**config.mk**
```make
export PLATFORM = sky130hd
export DESIGN_NAME = mem_wb_stage_flat
export DESIGN_NICKNAME = d
export VERILOG_FILES = /design/src/rtl/mem_wb_pkg.sv /design/src/rtl/mem_wb_if.sv /design/src/rtl/mem_wb_lane.sv /design/src/rtl/mem_wb_stage.sv /design/src/flat_wrapper.sv
export SDC_FILE = /design/constraint.sdc
export NUM_CORES = 1
export LEC_CHECK = 0
export ABC_AREA = 1
export BUFFER_PORTS_ARGS = -buffer_cell sky130_fd_sc_hd__buf_2
export CORE_MARGIN = 8
export CORE_UTILIZATION = 44
export CTS_BUF_LIST = sky130_fd_sc_hd__clkbuf_4 sky130_fd_sc_hd__clkbuf_8 sky130_fd_sc_hd__clkbuf_16
export DETAILED_ROUTE_END_ITERATION = 7
export PLACE_DENSITY_LB_ADDON = 0.15
export SLEW_MARGIN = 20
export SYNTH_ARGS = -nofsm -noshare
export SYNTH_HDL_FRONTEND = slang
export SYNTH_SLANG_ARGS = --single-unit
```
**constraint.sdc**
```tcl
create_clock -name clk -period 2.4 [get_ports clk]
set_input_delay 0.36 -clock clk [delete_from_list [all_inputs] [get_ports clk]]
set_output_delay 0.36 -clock clk [all_outputs]
set_load 0.005 [all_outputs]
```
**src/rtl/mem_wb_pkg.sv**
```systemverilog
// Shared constants, stage-control encoding and helpers for the MEM->WB pipeline register.
package mem_wb_pkg;

  localparam logic Stop         = 1'b1;
  localparam logic NoStop       = 1'b0;
  localparam logic WriteEnable  = 1'b1;
  localparam logic WriteDisable = 1'b0;

  localparam logic [31:0] NOP_REG_ADDR = 32'd0;
  localparam logic [63:0] ZERO_WORD    = 64'd0;

  typedef enum logic [1:0] {
    CTL_RESET,
    CTL_BUBBLE,
    CTL_ADVANCE,
    CTL_HOLD
  } stage_ctl_e;

  function automatic logic [2:0] countOnes(input logic [3:0] v);
    return {2'b00, v[0]} + {2'b00, v[1]} + {2'b00, v[2]} + {2'b00, v[3]};
  endfunction

endpackage

```
**src/rtl/mem_wb_if.sv**
```systemverilog
// MEM->WB bus: memory-stage lanes in, write-back lanes out.
// Counter signals exist only when MEM_WB_PERF_EN is defined.
interface mem_wb_if #(
  parameter int DATA_W  = 32,
  parameter int ADDR_W  = 5,
  parameter int LANES   = 1,
  parameter int STALL_W = 6
`ifdef MEM_WB_PERF_EN
  , parameter int CNT_W = 32
`endif
) ();

  logic [STALL_W-1:0]      stall;
  logic                    flush;
  logic [LANES-1:0]        mem_valid;
  logic [LANES*DATA_W-1:0] mem_wdata;
  logic [LANES*ADDR_W-1:0] mem_wd;
  logic [LANES-1:0]        mem_wreg;

  logic [LANES-1:0]        wb_valid;
  logic [LANES*DATA_W-1:0] wb_wdata;
  logic [LANES*ADDR_W-1:0] wb_wd;
  logic [LANES-1:0]        wb_wreg;

`ifdef MEM_WB_PERF_EN
  logic [CNT_W-1:0]        retire_cnt;
  logic [CNT_W-1:0]        bubble_cnt;
`endif

  modport master (
    output stall, flush, mem_valid, mem_wdata, mem_wd, mem_wreg,
    input  wb_valid, wb_wdata, wb_wd, wb_wreg
`ifdef MEM_WB_PERF_EN
    , input retire_cnt, bubble_cnt
`endif
  );

  modport slave (
    input  stall, flush, mem_valid, mem_wdata, mem_wd, mem_wreg,
    output wb_valid, wb_wdata, wb_wd, wb_wreg
`ifdef MEM_WB_PERF_EN
    , output retire_cnt, bubble_cnt
`endif
  );

endinterface

```
**src/rtl/mem_wb_lane.sv**
```systemverilog
// One write-back lane register, driven by the stage-wide decoded control.
module mem_wb_lane
  import mem_wb_pkg::*;
#(
  parameter int DATA_W = 32,
  parameter int ADDR_W = 5
) (
  input  logic              clk,
  input  stage_ctl_e        i_ctl,
  input  logic              i_valid,
  input  logic [DATA_W-1:0] i_wdata,
  input  logic [ADDR_W-1:0] i_wd,
  input  logic              i_wreg,
  output logic              o_valid,
  output logic [DATA_W-1:0] o_wdata,
  output logic [ADDR_W-1:0] o_wd,
  output logic              o_wreg
);

  logic              r_valid;
  logic [DATA_W-1:0] r_wdata;
  logic [ADDR_W-1:0] r_wd;
  logic              r_wreg;

  // Reset and bubble both leave a NOP in the lane; hold simply keeps state.
  always_ff @(posedge clk) begin
    case (i_ctl)
      CTL_RESET, CTL_BUBBLE: begin
        r_valid <= 1'b0;
        r_wdata <= ZERO_WORD[DATA_W-1:0];
        r_wd    <= NOP_REG_ADDR[ADDR_W-1:0];
        r_wreg  <= WriteDisable;
      end
      CTL_ADVANCE: begin
        r_valid <= i_valid;
        r_wdata <= i_wdata;
        r_wd    <= i_wd;
        r_wreg  <= i_wreg;
      end
      default: ;
    endcase
  end

  assign o_valid = r_valid;
  assign o_wdata = r_wdata;
  assign o_wd    = r_wd;
  assign o_wreg  = r_wreg;

endmodule

```
**src/rtl/mem_wb_stage.sv**
```systemverilog
// Multi-lane MEM->WB pipeline register with flush, x0 suppression and conflict filtering.
// Optional retire/bubble counters are enabled by defining MEM_WB_PERF_EN.
module mem_wb_stage
  import mem_wb_pkg::*;
#(
  parameter int DATA_W    = 32,
  parameter int ADDR_W    = 5,
  parameter int LANES     = 1,
  parameter int STALL_W   = 6,
  parameter int STAGE_IDX = 4
`ifdef MEM_WB_PERF_EN
  , parameter int CNT_W   = 32
`endif
) (
  input logic     clk,
  input logic     rst,
  mem_wb_if.slave bus
);

  stage_ctl_e              w_ctl;
  logic [LANES-1:0]        w_wreg_raw;
  logic [LANES-1:0]        w_wreg_flt;
  logic [LANES-1:0]        w_valid;
  logic [LANES*DATA_W-1:0] w_wdata;
  logic [LANES*ADDR_W-1:0] w_wd;
  logic [LANES-1:0]        w_wreg;

  // Flush outranks the hold, so a held stage can still be emptied.
  always_comb begin
    w_ctl = CTL_HOLD;
    if (rst)
      w_ctl = CTL_RESET;
    else if (bus.flush ||
             (bus.stall[STAGE_IDX] == Stop && bus.stall[STAGE_IDX+1] == NoStop))
      w_ctl = CTL_BUBBLE;
    else if (bus.stall[STAGE_IDX] == NoStop)
      w_ctl = CTL_ADVANCE;
  end

  // Older lanes lose a same-destination write to the youngest lane.
  always_comb begin
    w_wreg_raw = '0;
    for (int i = 0; i < LANES; i++) begin
      w_wreg_raw[i] = (bus.mem_wreg[i] == WriteEnable) && bus.mem_valid[i] &&
                      (bus.mem_wd[i*ADDR_W +: ADDR_W] != NOP_REG_ADDR[ADDR_W-1:0]);
    end
    w_wreg_flt = w_wreg_raw;
    for (int i = 0; i < LANES; i++) begin
      for (int j = i + 1; j < LANES; j++) begin
        if (w_wreg_raw[i] && w_wreg_raw[j] &&
            bus.mem_wd[i*ADDR_W +: ADDR_W] == bus.mem_wd[j*ADDR_W +: ADDR_W])
          w_wreg_flt[i] = WriteDisable;
      end
    end
  end

  for (genvar g = 0; g < LANES; g++) begin : g_lane
    mem_wb_lane #(
      .DATA_W (DATA_W),
      .ADDR_W (ADDR_W)
    ) u_lane (
      .clk     (clk),
      .i_ctl   (w_ctl),
      .i_valid (bus.mem_valid[g]),
      .i_wdata (bus.mem_wdata[g*DATA_W +: DATA_W]),
      .i_wd    (bus.mem_wd[g*ADDR_W +: ADDR_W]),
      .i_wreg  (w_wreg_flt[g]),
      .o_valid (w_valid[g]),
      .o_wdata (w_wdata[g*DATA_W +: DATA_W]),
      .o_wd    (w_wd[g*ADDR_W +: ADDR_W]),
      .o_wreg  (w_wreg[g])
    );
  end

  assign bus.wb_valid = w_valid;
  assign bus.wb_wdata = w_wdata;
  assign bus.wb_wd    = w_wd;
  assign bus.wb_wreg  = w_wreg;

`ifdef MEM_WB_PERF_EN
  logic [CNT_W-1:0] r_retire_cnt;
  logic [CNT_W-1:0] r_bubble_cnt;

  always_ff @(posedge clk) begin
    if (rst) begin
      r_retire_cnt <= '0;
      r_bubble_cnt <= '0;
    end else if (w_ctl == CTL_BUBBLE) begin
      r_bubble_cnt <= r_bubble_cnt + CNT_W'(1);
    end else if (w_ctl == CTL_ADVANCE) begin
      r_retire_cnt <= r_retire_cnt + CNT_W'(countOnes(4'(bus.mem_valid)));
    end
  end

  assign bus.retire_cnt = r_retire_cnt;
  assign bus.bubble_cnt = r_bubble_cnt;
`endif

endmodule

```
**src/flat_wrapper.sv**
```systemverilog
// flat-port wrapper written by rule: the top's interface ports become plain ports
module mem_wb_stage_flat import mem_wb_pkg::*;
#(
  parameter int DATA_W    = 32,
  parameter int ADDR_W    = 5,
  parameter int LANES     = 1,
  parameter int STALL_W   = 6,
  parameter int STAGE_IDX = 4

)
  (clk, rst, bus_stall, bus_flush, bus_mem_valid, bus_mem_wdata, bus_mem_wd, bus_mem_wreg, bus_wb_valid, bus_wb_wdata, bus_wb_wd, bus_wb_wreg);
  mem_wb_if #(.DATA_W(DATA_W), .ADDR_W(ADDR_W), .LANES(LANES), .STALL_W(STALL_W)) bus_i ();
  input logic clk;
  input logic rst;
  input wire logic [$bits(bus_i.stall)-1:0] bus_stall;
  input wire logic [$bits(bus_i.flush)-1:0] bus_flush;
  input wire logic [$bits(bus_i.mem_valid)-1:0] bus_mem_valid;
  input wire logic [$bits(bus_i.mem_wdata)-1:0] bus_mem_wdata;
  input wire logic [$bits(bus_i.mem_wd)-1:0] bus_mem_wd;
  input wire logic [$bits(bus_i.mem_wreg)-1:0] bus_mem_wreg;
  output wire logic [$bits(bus_i.wb_valid)-1:0] bus_wb_valid;
  output wire logic [$bits(bus_i.wb_wdata)-1:0] bus_wb_wdata;
  output wire logic [$bits(bus_i.wb_wd)-1:0] bus_wb_wd;
  output wire logic [$bits(bus_i.wb_wreg)-1:0] bus_wb_wreg;
  assign bus_i.stall = bus_stall;
  assign bus_i.flush = bus_flush;
  assign bus_i.mem_valid = bus_mem_valid;
  assign bus_i.mem_wdata = bus_mem_wdata;
  assign bus_i.mem_wd = bus_mem_wd;
  assign bus_i.mem_wreg = bus_mem_wreg;
  assign bus_wb_valid = bus_i.wb_valid;
  assign bus_wb_wdata = bus_i.wb_wdata;
  assign bus_wb_wd = bus_i.wb_wd;
  assign bus_wb_wreg = bus_i.wb_wreg;
  mem_wb_stage #(.DATA_W(DATA_W), .ADDR_W(ADDR_W), .LANES(LANES), .STALL_W(STALL_W), .STAGE_IDX(STAGE_IDX)) u_core (.clk(clk), .rst(rst), .bus(bus_i));
endmodule
```
=== Word level (Yosys, flattened, before mapping) ===
Index checks and enable logic that the tools add are counted.

* Equal/unequal tests: 2
* Mux-type cells: 7
* Bitwise gates (word level): 1
* Reduce and logical (&&, ||, !) cells: 8

{| class="wikitable"
|+ Operators by type and width
! operator !! count
|-
| $pmux 32 s2 || 1
|-
| $pmux 5 s2 || 1
|-
| $reduce_bool 5->1 || 1
|-
| $mux 2 || 2
|-
| $pmux 1 s2 || 2
|-
| $logic_and 1x1->1 || 3
|-
| $eq 2x1->1 const B || 1
|-
| $eq 2x2->1 const B || 1
|-
| $logic_not 2->1 || 1
|-
| $reduce_bool 2->1 || 1
|-
| $reduce_or 2->1 || 1
|-
| $logic_or 1x1->1 || 1
|-
| $mux 1 || 1
|-
| $not 1->1 || 1
|}

* Bits in registers: 39
* Bits of input ports: 48
* Output and inout bits: 39
* Word-level logic and storage cells: 22

=== Depth between registers and ports, before layout ===
Gate-level depths: netlist (run 1).

* Depth in word-level cells: 8
* Gate-level depth with buffers: 5

=== Cells and area by module ===
From an unflattened synthesis (run 1), not the netlist that was laid out.

* Cells, all modules: 137
* Area, all modules: 1646.6 µm²

{| class="wikitable"
|+ Modules (own cells, without submodules)
! module !! instances !! cells an instance !! area each (µm²) !! seq. area each (µm²)
|-
| mem_wb_lane || 1 || 124 || 1594.0 || 1171.1
|-
| mem_wb_stage || 1 || 13 || 52.6 || 0.0
|}

=== Worst setup path after synthesis (run 1) ===
Ideal clock, no wire load.

* Kind: in2reg
* Start: input rst
* End: register u_core.g_lane[0].u_lane.r_valid (enable)
* Setup time: 0.628 ns
* Arrival: 1.388 ns
* Required time: 1.772 ns
* Setup slack: 0.384 ns
* Cell stages on the path: 2
* Cell sequence: nor2_2 > nand3_1

* Word-level cells in the longest chain between the ends: 4
* Elaborated cells on any way between the ends: 6
* Those cells by class: 2 x eq/ne; 1 x mux; 3 x reduce/logical

{| class="wikitable"
|+ RTL lines
! item !! line !! text
|-
| from (decl) || flat_wrapper.sv:14 || <nowiki>input logic rst;</nowiki>
|-
| $mux 2 * || mem_wb_stage.sv:31 || <nowiki>if (rst)</nowiki>
|-
| $eq 2x1->1 or $logic_not 2->1 (tied branches) || mem_wb_lane.sv:27 || <nowiki>case (i_ctl)</nowiki>
|-
| $reduce_or 2->1 || mem_wb_lane.sv:27 ||
|-
| $reduce_bool 2->1 (no line) * || n/a ||
|-
| to (signal assigned) || mem_wb_lane.sv:35 || <nowiki>r_valid <= i_valid;</nowiki>
|-
| to (decl) || mem_wb_lane.sv:20 || <nowiki>logic r_valid;</nowiki>
|}

Mark *: on every way between the ends. The rest lies on a longest branch, timed or not.
A chain may end at the register's enable or synchronous reset.

=== Final worst setup path (run 1) ===
* Start: input rst
* End: register u_core.g_lane[0].u_lane.r_wdata[20] (enable)

* Word-level cells in the longest chain between the ends: 4
* Elaborated cells on any way between the ends: 6
* Those cells by class: 2 x eq/ne; 1 x mux; 3 x reduce/logical

{| class="wikitable"
|+ RTL lines
! item !! line !! text
|-
| $mux 2 * || mem_wb_stage.sv:31 ||
|-
| $eq 2x1->1 or $logic_not 2->1 (tied branches) || mem_wb_lane.sv:27 ||
|-
| $reduce_or 2->1 || mem_wb_lane.sv:27 ||
|-
| $reduce_bool 2->1 (no line) * || n/a ||
|-
| to (signal assigned) || mem_wb_lane.sv:30 || <nowiki>r_wdata <= ZERO_WORD[DATA_W-1:0];</nowiki>
|-
| to (signal assigned) || mem_wb_lane.sv:36 || <nowiki>r_wdata <= i_wdata;</nowiki>
|-
| to (decl) || mem_wb_lane.sv:21 || <nowiki>logic [DATA_W-1:0] r_wdata;</nowiki>
|}

Marks and branches as above.

==> summary.md, run 1 <==
| Metric | Value |
|---|---|
| Distinct cells, synth | 9 |
| Post-DP Area | about 2000 um^2 |
| Worst-path clk slew | 0.11 ns |
| Synthesized Nets | 177 |
| Antenna violations before repair | 0 |
| Slew Limit Headroom | about two fifths |
| PostCTS Resize Cnt | 0 |
| DIE AREA | 5790 um^2 |
| RSZ-0062 raised after global routing | false |
| Core area | 3580 um^2 |
| Drt first pass iters | 4 |
| Clock tree buffer depth | 2 |
| HPWL Detailed | 2500 um |
| Critical path capture point type | flip-flop |
| Setup_tns | 0 ns |
| Final hold violations | 0 |
| Logic pwr share | under 10% |
| Worst EP arrival | around 1.4 ns |
| Status | completed |
| CP Class | in2reg |
| WP data required | roughly 2.5 ns |
| Pins Over Slew Limit | 0 |
| Ranking of synthesized cells by area | edfxtp_1 (74%), inv_1 (9.2%), nor2_2 (8.3%) |
| Drt initial violations | 93 |
| Seq pwr share | 63.8% |
| Peak fanout along the critical path | 25 |
| ANT cells | 0 |
| Placed insts | 256 |
| Place WS | 0.743 ns |
| Sink Count | 39 |
| Tot Pwr | 0.00123 W |
| # hold bufs at CTS | 0 |
| # Post-CTS Setup Buffers | 0 |
| Mapped Cells | 129 |
| DIE WIDTH | 76.1 um |
| Cell taking the most area after synthesis | edfxtp_1 |
| IO Port Bufs | between 80 and 90 |
| Final non-filler cell area | 2090 um^2 |
| Largest net degree at the start of global routing | 39 |
| DRC | 0 |
| P per Cell Area | 590 nW/um^2 |
| WP buf/inv | 2 |
| Initial Utilization | 44.4% |
| Setup violations, final | 0 |
| Via count | 1096 |
| Global-route wire length before repair | 5280 um |
| Setup crit start kind | input port |
| Non-Filler Instances | 264 |
| Share of layout cells above drive strength 1 | 52.8% |
| Stages on worst setup path | 4 |
| CP max stage cell | buf_4 |
| Setup ws final | 1.11 ns |
| Nets@finish | 263 |
| Die Y | 76.1 um |
| Most frequent cells in the layout | buf_2 (82), inv_1 (39), edfxtp_1 (39) |
| Flops & latches, synth | 39 |
| Fmax | just under 800 MHz |
| Post-layout min period | 1.29 ns |
| Area Overhead vs Synth | 31.7% |
| Period utilization | between 50% and 60% |
| Hold Path Stages | 3 |
| Total gr overflow | 0 |
| Static leakage | 1.18 nW |
| Least-Margin Pin Slew | 0.907 ns |
| Worst VDD drop | 298 uV |
| Cts bufs inserted | 5 |
| Yosys Warn Count | 0 |
| All-layer global routing usage | 11.4% |
| Cell family with most CP delay | simple AND/OR/NAND/NOR gates |
| Synth top area share | 73.7% |
| I/O pin count | between 80 and 90 |
| Vias in the first global route | 1166 |
| Max-cap viol count | 0 |
| Clock share of power | 26.7% |
| Register area share after synthesis | 73.7% |
| Clk root buf | clkbuf_4 |
| Crit path largest cell delay | 0.38 ns |
| Antenna-violating nets left | 0 |
| WL/cell | 12.3 um |
| Switching Fraction | 21.1% |
| FP Rows | 22 |
| CTS H-Tree Depth | 2 |
| DRT Wirelength | 3260 um |
| DR vias/cell | 4.15 |
| Most common cell after layout, fill and taps aside | buf_2 |
| P_int | 0.000974 W |
| Synthesized cell area | roughly 1600 um^2 |
| GPL Wtd Cong | between 0.6 and 0.7 |
| Switch Pwr | 0.000260 W |
| Syn_area_per_cell | roughly 12 um^2 |
| CTS tree | done |
| # fillers | about 340 |
| Crit path cell chain | buf_2, nor2_2, nand3_2, buf_4 |
| Hold Path Class | in2reg |
[synthesized netlist by cell type, drive strengths merged]
cell	number
buf	4
edfxtp	39
inv	39
nand2	3
nand3	1
nand4	1
nor2	42
[kinds of logic (layout without fill, tap and decap cells)]
group,count (synthesis),after routing,share of synthesized area [%]
buffers and inverters,43,130,11.7
and+or+nand+nor,47,47,14.6
DFF,39,39,73.7
[power groups by stage]
stage	combinational, W	clock, W	sequential (W)
floorplan	0.0000416	0	0.000809
global placement	0.000118	0	0.000801
detailed placement	0.000121	0	0.000804
CTS	0.000121	0.000343	0.000788
global route	0.000134	0.000362	0.000791
finish	0.000118	0.000329	0.000787
[final cells by class]
type	instances	area [um^2]	share of cell area (%)
flip-flops and latches	39	1170	55.9
repair buffers	83	418	20.0
multi-input cells	47	240	11.5
inverters	39	146	6.99
well taps	48	60.1	2.87
clock buffers	7	52.6	2.51
clock inverters	1	5.00	0.239
[flip-flops by register name, indices dropped and copies added, names as in the netlist]
| signal | cells |
|---|---|
| u_core.g_lane.u_lane.o_wd | 5 |
| u_core.g_lane.u_lane.o_wdata | 32 |
| u_core.g_lane.u_lane.o_valid | 1 |
| u_core.g_lane.u_lane.o_wreg | 1 |
[metrics by stage]
step | hold WS [ns] | util [%]
3_5_place_dp | 0.663 | 56.9
2_1_floorplan | 0.568 | -
3_3_place_gp | 0.653 | 56.9
5_1_grt | 0.308 | 58.5
6_report | 0.320 | 58.5
4_1_cts | 0.302 | 58.5
[final timing paths]
check	startpoint	to	slack, ns
worst min-delay path	bus_mem_wdata[1]	u_core.g_lane[0].u_lane.o_wdata[1]$_SDFFCE_PP0P_	0.32
worst max-delay path	rst	u_core.g_lane[0].u_lane.o_wdata[20]$_SDFFCE_PP0P_	1.11
[layer usage]
layer  vias up  wire length, um  track usage (%)
met3         4              378             7.43
li1        558                -                -
met5         -                0                0
met4         0               28             4.62
met1       482             1220             11.3
met2        52             1630             18.6
[tightest hold or removal path: cells and delay by family]
family / cells / cell delay (ns)
buffers and inverters: 2 / 0.11
and+or+nand+nor: 1 / 0.08
Note: power is estimated with default switching activity, not from simulation.
==> inputs of run 2 (changes only) <==
--- a/config.mk
+++ b/config.mk
@@ -5,10 +5,10 @@
 export SDC_FILE = /design/constraint.sdc
 export NUM_CORES = 1
 export LEC_CHECK = 0
-export ABC_AREA = 1
+export ABC_AREA = 0
 export BUFFER_PORTS_ARGS = -buffer_cell sky130_fd_sc_hd__buf_2
 export CORE_MARGIN = 8
-export CORE_UTILIZATION = 44
+export CORE_UTILIZATION = 42
 export CTS_BUF_LIST = sky130_fd_sc_hd__clkbuf_4 sky130_fd_sc_hd__clkbuf_8 sky130_fd_sc_hd__clkbuf_16
 export DETAILED_ROUTE_END_ITERATION = 7
 export PLACE_DENSITY_LB_ADDON = 0.15
==> constraint.sdc (replaced) <==
create_clock -name clk -period 1.2 [get_ports clk]
set_input_delay 0.18 -clock clk [delete_from_list [all_inputs] [get_ports clk]]
set_output_delay 0.18 -clock clk [all_outputs]
set_load 0.005 [all_outputs]
==> run 2 against run 1 <==
Effect of this change: sequential power up 99%; first-iteration DRC count decreased by 27%; die area fell by 2.7%; final cell count is 16% lower; flip-flop and latch count unchanged; critical path type is now reg2out; largest cell class unchanged.
==> summary.md, run 2 <==
| Metric | Value |
|---|---|
| Fmax | 953 MHz |
| GR Layer Usage met1 | 9.93% (was 11.3%) |
| GR Layer Usage met3 | 7.19% (was 7.43%) |
| Worst VDD drop | 759 uV (was 298 uV) |
| Logic pwr share | 8.6% (was 9.6%) |
| # hold bufs at CTS | 0 (unchanged) |
| Clk root buf | clkbuf_4 (unchanged) |
| Status | completed (unchanged) |
| P_int | 0.00189 W (was 0.000974 W) |
| Vias in the first global route | 1098 (was 1166) |
| DIE AREA | 5630 um^2 (was 5790 um^2) |
| Synth top area share | 79.9% (was 73.7%) |
| Sink Count | 39 (unchanged) |
| Ranking of synthesized cells by area | edfxtp_1 (80%), and2_1 (16%), o2111a_1 (0.77%) (was edfxtp_1 (74%), inv_1 (9.2%), nor2_2 (8.3%)) |
| WP data required | 1.02 ns (was 2.47 ns) |
| HP Start | bus_mem_wdata[26] (was bus_mem_wdata[1]) |
| Most frequent cells in the layout | buf_2 (82), edfxtp_1 (39), and2_1 (37) (was buf_2 (82), inv_1 (39), edfxtp_1 (39)) |
| Setup violations, final | 0 (unchanged) |
| Most frequent cells after synthesis | edfxtp_1 (39), and2_1 (37), clkbuf_1 (2), clkbuf_2 (2) (was edfxtp_1 (39), inv_1 (39), nor2_1 (21), nor2_2 (21)) |
| Global-route wire length before repair | 4710 um (was 5280 um) |
| Largest net degree at the start of global routing | 40 (was 39) |
| Nets@finish | 222 (was 263) |
| Clock share of power | 25.6% (was 26.7%) |
| PostCTS Resize Cnt | 0 (unchanged) |
| Static leakage | 1.00 nW (was 1.18 nW) |
| Post-layout min period | 1.05 ns |
| Slew Limit Headroom | 86.0% (was 39.3%) |
| Ys flop type | edfxtp_1 (unchanged) |
| Clock tree buffer depth | 2 (unchanged) |
| Switch Pwr | 0.000504 W (was 0.000260 W) |
| Setup_tns | 0 ns (unchanged) |
| HPWL Detailed | 2460 um (was 2500 um) |
| Least-Margin Pin Slew | 0.210 ns (was 0.907 ns) |
| Crit path largest cell delay | 0.39 ns (was 0.38 ns) |
| Period utilization | 87.5% |
| DRC | 0 (unchanged) |
| DIE WIDTH | 75.1 um (was 76.1 um) |
| I/O pin count | 87 (unchanged) |
| Critical path capture point type | output pin (was flip-flop) |
| Share of layout cells above drive strength 1 | 53.7% (was 52.8%) |
| Mapped Cells | 86 (was 129) |
| Hold slack final | 0.108 ns (was 0.320 ns) |
| Crit path cell chain | buf_2 (was buf_2, nor2_2, nand3_2, buf_4) |
| All-layer global routing usage | 11.6% (was 11.4%) |
| Hold endpoint | u_core.g_lane[0].u_lane.o_wdata[26]$_SDFFCE_PP0P_ (was u_core.g_lane[0].u_lane.o_wdata[1]$_SDFFCE_PP0P_) |
| WP buf/inv | 1 (was 2) |
| Antenna-violating nets left | 0 (unchanged) |
| FP Rows | 21 (was 22) |
| DR vias/cell | 4.44 (was 4.15) |
| Max FFs per register | 32 (unchanged) |
| Switching Fraction | 21.0% (was 21.1%) |
| Peak fanout along the critical path | 1 (was 25) |
| Async S/R FF share, synth | 0% (unchanged) |
| Post-DP Area | 1970 um^2 (was 2040 um^2) |
| Post-synth EDFFs | 39 (unchanged) |
| Seq pwr share | 65.7% (was 63.8%) |
| GPL Wtd Cong | 0.690 (was 0.661) |
| Syn_area_per_cell | 17.0 um^2 (was 12.3 um^2) |
| Antenna violations before repair | 0 (unchanged) |
| Max-cap viol count | 0 (unchanged) |
| Busiest grt layer | met2 (unchanged) |
| Distinct cells, synth | 10 (was 9) |
| CP Class | reg2out (was in2reg) |
| Final core occ | 60.6% (was 58.5%) |
| ANT cells | 0 (unchanged) |
| P per Cell Area | 1180 nW/um^2 (was 590 nW/um^2) |
| Register area share after synthesis | 79.9% (was 73.7%) |
| Pins Over Slew Limit | 0 (unchanged) |
| Core area | 3340 um^2 (was 3580 um^2) |
| Hold Path Stages | 2 (was 3) |
| Cell taking the most area after synthesis | edfxtp_1 (unchanged) |
| CP max stage cell | edfxtp_1 (was buf_4) |
| CTS H-Tree Depth | 2 (unchanged) |
| Synthesized Nets | 134 (was 177) |
| IO Port Bufs | 82 (unchanged) |
| Drt initial violations | 68 (was 93) |
| Cell with the most instances after synthesis | edfxtp_1 |
| Cell family with most CP delay | flip-flops (was simple AND/OR/NAND/NOR gates) |
| WL/cell | 14.3 um (was 12.3 um) |
| Cts bufs inserted | 5 (unchanged) |
| Yosys Warn Count | 0 (unchanged) |
| Via count | 982 (was 1096) |
| Critical path origin | u_core.g_lane[0].u_lane.o_wd[4]$_SDFFCE_PP0P_ (was rst) |
| Worst-path clk slew | 0.11 ns (about the same) |
| Hold Path Class | in2reg (unchanged) |
| # Post-CTS Setup Buffers | 0 (unchanged) |
| GR Util met2 | 21.0% (was 18.6%) |
| Most common cell after layout, fill and taps aside | buf_2 (unchanged) |
| Final non-filler cell area | 2020 um^2 (was 2090 um^2) |
| Area Overhead vs Synth | 38.0% (was 31.7%) |
| RSZ-0062 raised after global routing | false (unchanged) |
| CTS tree | done (unchanged) |
| Initial Utilization | 43.9% (was 44.4%) |
| Die Y | 75.1 um (was 76.1 um) |
| Flops & latches, synth | 39 (unchanged) |
| Synthesized cell area | 1470 um^2 (was 1590 um^2) |
| Setup crit start kind | flip-flop (was input port) |
| Drt first pass iters | 2 (was 4) |
| DRT Wirelength | 3170 um (was 3260 um) |
| Worst EP arrival | 0.87 ns (was 1.35 ns) |
| Total gr overflow | 0 (unchanged) |
| Final hold violations | 0 (unchanged) |
run 2: cell types whose count changed after synthesis, moves of 2 or more:
cell and delta:
inv_1 -39, and2_1 +37, nor2_2 -21, nor2_1 -20, buf_6 -3, nand2_1 -3
clkbuf_1 +2, clkbuf_2 +2
run 2: worst max-delay path by stage:
| stage | cells past startpoint | end | slack, ns |
|---|---|---|---|
| 2_1_floorplan | 2 | u_core.g_lane[0].u_lane.o_wreg$_DFFE_PP_ | 0.04 |
| 3_3_place_gp | 3 | u_core.g_lane[0].u_lane.o_wreg$_DFFE_PP_ | -0.11 |
| 3_5_place_dp | 3 | u_core.g_lane[0].u_lane.o_wreg$_DFFE_PP_ | -0.13 |
| 4_1_cts | 1 | bus_wb_wd[4] | 0.12 |
| 5_1_grt | 1 | bus_wb_wd[4] | 0.09 |
| 6_report | 1 | bus_wb_wd[4] | 0.15 |
run 2: per-layer routing:
layer	up-vias	part of all wire [%]	wire [um]
met5	-	0	0
met4	0	2.0	63
met3	8	14	445
met2	49	54	1700
met1	448	30	958
li1	477	-	-
run 2: cells by family (layout without fill, tap and decap cells):
group | count (synthesis) | in the layout | share of synthesized area (%)
flip-flops | 39 | 39 | 79.9
AO/OA/AOI/OAI | 1 | 1 | 0.769
AND/OR/NAND/NOR | 42 | 42 | 18.1
buffers and inverters | 4 | 93 | 1.20
run 2: cell type report:
cell class / count / area, um^2
sequential: 39 / 1170
tap: 46 / 57.6
fill: 287 / 1320
clock inverter: 3 / 15.0
timing repair buffer: 85 / 445
clock buffer: 5 / 37.5
multi-input combinational: 43 / 295
run 2: per-stage QoR:
| step | total power [W] | worst slack (ns) | std cells |
|---|---|---|---|
| after detailed placement | 0.00182 | -0.130 | 213 |
| after floorplan | 0.00166 | 0.0379 | 86 |
| final | 0.00239 | 0.150 | 221 |
| after global placement | 0.00181 | -0.109 | 213 |
| after global routing | 0.00251 | 0.0904 | 221 |
| after CTS | 0.00244 | 0.122 | 221 |
run 2: power groups by stage:
stage / registers, W / logic (W) / clock network (W)
after floorplan: 0.00162 / 0.0000452 / 0
after global placement: 0.00160 / 0.000208 / 0
after detailed placement: 0.00161 / 0.000214 / 0
after CTS: 0.00158 / 0.000214 / 0.000648
after global routing: 0.00158 / 0.000230 / 0.000701
final: 0.00157 / 0.000207 / 0.000613
==> inputs of run 3 (changes only) <==
--- a/config.mk
+++ b/config.mk
@@ -12,6 +12,7 @@
 export CTS_BUF_LIST = sky130_fd_sc_hd__clkbuf_4 sky130_fd_sc_hd__clkbuf_8 sky130_fd_sc_hd__clkbuf_16
 export DETAILED_ROUTE_END_ITERATION = 7
 export PLACE_DENSITY_LB_ADDON = 0.15
+export REMOVE_ABC_BUFFERS = 1
 export SLEW_MARGIN = 20
 export SYNTH_ARGS = -nofsm -noshare
 export SYNTH_HDL_FRONTEND = slang
==> run 3 against run 2 <==
Effect of this change: flip-flop and latch count is the same; critical endpoint is now bus_wb_wdata[25]; cell area is 0.93% lower; fmax down 0.22%; largest power group unchanged; count of clock-buffer cells in the layout did not move; highest routed layer unchanged.
==> summary.md, run 3 (synthesized netlist as in run 2, its figures left out) <==
| Metric | Value |
|---|---|
| CP max stage cell | edfxtp_1 (unchanged) |
| Core area | 3340 um^2 (unchanged) |
| CP Class | reg2out (unchanged) |
| Final hold violations | 0 (unchanged) |
| GPL Wtd Cong | 0.697 (was 0.690) |
| Max FFs per register | 32 (unchanged) |
| Drt first pass iters | 5 (was 2) |
| Share of layout cells above drive strength 1 | 54.3% (was 53.7%) |
| Largest net degree at the start of global routing | 24 (was 40) |
| WP data required | 1.02 ns (about the same) |
| ANT cells | 0 (unchanged) |
| # Post-CTS Setup Buffers | 0 (unchanged) |
| HPWL Detailed | 2530 um (was 2460 um) |
| DIE WIDTH | 75.1 um (unchanged) |
| Sink Count | 39 (unchanged) |
| Stages on worst setup path | 1 (unchanged) |
| Clock share of power | 25.1% (was 25.6%) |
| CTS H-Tree Depth | 2 (unchanged) |
| Antenna violations before repair | 0 (unchanged) |
| Fmax | 951 MHz (was 953 MHz) |
| Non-Filler Instances | 221 (unchanged) |
| # hold bufs at CTS | 0 (unchanged) |
| Status | completed (unchanged) |
| I/O pin count | 87 (unchanged) |
| IO Port Bufs | 82 (unchanged) |
| Vias in the first global route | 1017 (was 1098) |
| Pins Over Slew Limit | 0 (unchanged) |
| Critical Path End | bus_wb_wdata[25] (was bus_wb_wd[4]) |
| Cell family with most CP delay | flip-flops (unchanged) |
| Peak fanout along the critical path | 1 (unchanged) |
| Drt initial violations | 20 (was 68) |
| Clk root buf | clkbuf_4 (unchanged) |
| Global-route wire length before repair | 4640 um (was 4710 um) |
| DIE AREA | 5630 um^2 (unchanged) |
| Max-cap viol count | 0 (unchanged) |
| DRT Wirelength | 3150 um (was 3170 um) |
| All-layer global routing usage | 11.4% (was 11.6%) |
| Critical path origin | u_core.g_lane[0].u_lane.o_wdata[25]$_SDFFCE_PP0P_ (was u_core.g_lane[0].u_lane.o_wd[4]$_SDFFCE_PP0P_) |
| Crit path largest cell delay | 0.40 ns (was 0.39 ns) |
| Antenna-violating nets left | 0 (unchanged) |
| Initial Utilization | 43.9% (unchanged) |
| Static leakage | 1.00 nW (about the same) |
| Setup crit start kind | flip-flop (unchanged) |
| Logic pwr share | 8.6% (about the same) |
| Setup_tns | 0 ns (unchanged) |
| Seq pwr share | 66.3% (was 65.7%) |
| FP Rows | 21 (unchanged) |
| P_int | 0.00188 W (was 0.00189 W) |
| Crit path cell chain | buf_2 (unchanged) |
| Total gr overflow | 0 (unchanged) |
| DRC | 0 (unchanged) |
| Post-layout min period | 1.05 ns (about the same) |
| Hold Path Class | in2reg (unchanged) |
| WL/cell | 14.2 um (was 14.3 um) |
| RSZ-0062 raised after global routing | false (unchanged) |
| PostCTS Resize Cnt | 0 (unchanged) |
| WP buf/inv | 1 (unchanged) |
| CTS tree | done (unchanged) |
| Critical path capture point type | output pin (unchanged) |
| Via count | 971 (was 982) |
| Most frequent cells in the layout | buf_2 (82), edfxtp_1 (39), and2_1 (37) (unchanged) |
| Worst EP arrival | 0.87 ns (about the same) |
| DR vias/cell | 4.39 (was 4.44) |
| Period utilization | 87.7% (was 87.5%) |
| Cts bufs inserted | 5 (unchanged) |
| Switching Fraction | 20.7% (was 21.0%) |
| Nets@finish | 223 (was 222) |
| Slew Limit Headroom | 80.6% (was 86.0%) |
| P per Cell Area | 1180 nW/um^2 (about the same) |
| Worst-path clk slew | 0.10 ns (was 0.11 ns) |
| Switch Pwr | 0.000491 W (was 0.000504 W) |
| Worst VDD drop | 548 uV (was 759 uV) |
| Clock tree buffer depth | 2 (unchanged) |
| Placed insts | 214 (was 213) |
| Die Y | 75.1 um (unchanged) |
| Most common cell after layout, fill and taps aside | buf_2 (unchanged) |
| Area Overhead vs Synth | 36.7% (was 38.0%) |
| Least-Margin Pin Slew | 0.292 ns (was 0.210 ns) |
| Setup violations, final | 0 (unchanged) |
[run 3: power groups by stage]
stage	Clock (W)	Sequential (W)	Combinational, W
after floorplan	0	0.00162	0.0000398
after global placement	0	0.00160	0.000204
after detailed placement	0	0.00161	0.000209
after CTS	0.000622	0.00158	0.000210
after global routing	0.000666	0.00158	0.000226
final	0.000595	0.00157	0.000203
[run 3: per-stage QoR]
step           area (um^2)  power, W  hold WS, ns  util (%)  setup WS, ns
3_3_place_gp          1960   0.00181        0.456      58.6       -0.0791
4_1_cts               2000   0.00241       0.0919      60.0         0.129
5_1_grt               2000   0.00247       0.0942      60.0        0.0908
6_report              2000   0.00237        0.111      60.0         0.148
3_5_place_dp          1960   0.00182        0.459      58.6        -0.113
2_1_floorplan         1450   0.00166        0.378         -        -0.596
[run 3: final cells by class]
type	count	area, um^2
Fill cell	295	1330
Clock inverter	2	8.76
Clock buffer	5	37.5
Tap cell	46	57.6
Sequential cell	39	1170
Timing Repair Buffer	86	440
Multi-Input combinational cell	43	288
[run 3: routing by layer]
| layer | up-vias | wire length, um | global-route usage [%] |
|---|---|---|---|
| li1 | 480 | - | - |
| met1 | 431 | 1010 | 10.3 |
| met2 | 54 | 1640 | 20.0 |
| met3 | 6 | 432 | 5.59 |
| met4 | 0 | 68 | 6.52 |
| met5 | - | 0 | 0 |
[run 3: how the worst min path moves through the flow]
| stage | endpoint | slack [ns] | from | cells past startpoint |
|---|---|---|---|---|
| 2_1_floorplan | u_core.g_lane[0].u_lane.o_valid$_DFFE_PP_ | 0.38 | bus_mem_valid | 1 |
| 3_3_place_gp | u_core.g_lane[0].u_lane.o_wdata[11]$_SDFFCE_PP0P_ | 0.46 | bus_mem_wdata[11] | 2 |
| 3_5_place_dp | u_core.g_lane[0].u_lane.o_wdata[11]$_SDFFCE_PP0P_ | 0.46 | bus_mem_wdata[11] | 2 |
| 4_1_cts | u_core.g_lane[0].u_lane.o_wdata[26]$_SDFFCE_PP0P_ | 0.09 | bus_mem_wdata[26] | 2 |
| 5_1_grt | u_core.g_lane[0].u_lane.o_wdata[2]$_SDFFCE_PP0P_ | 0.09 | bus_mem_wdata[2] | 2 |
| 6_report | u_core.g_lane[0].u_lane.o_wdata[11]$_SDFFCE_PP0P_ | 0.11 | bus_mem_wdata[11] | 2 |
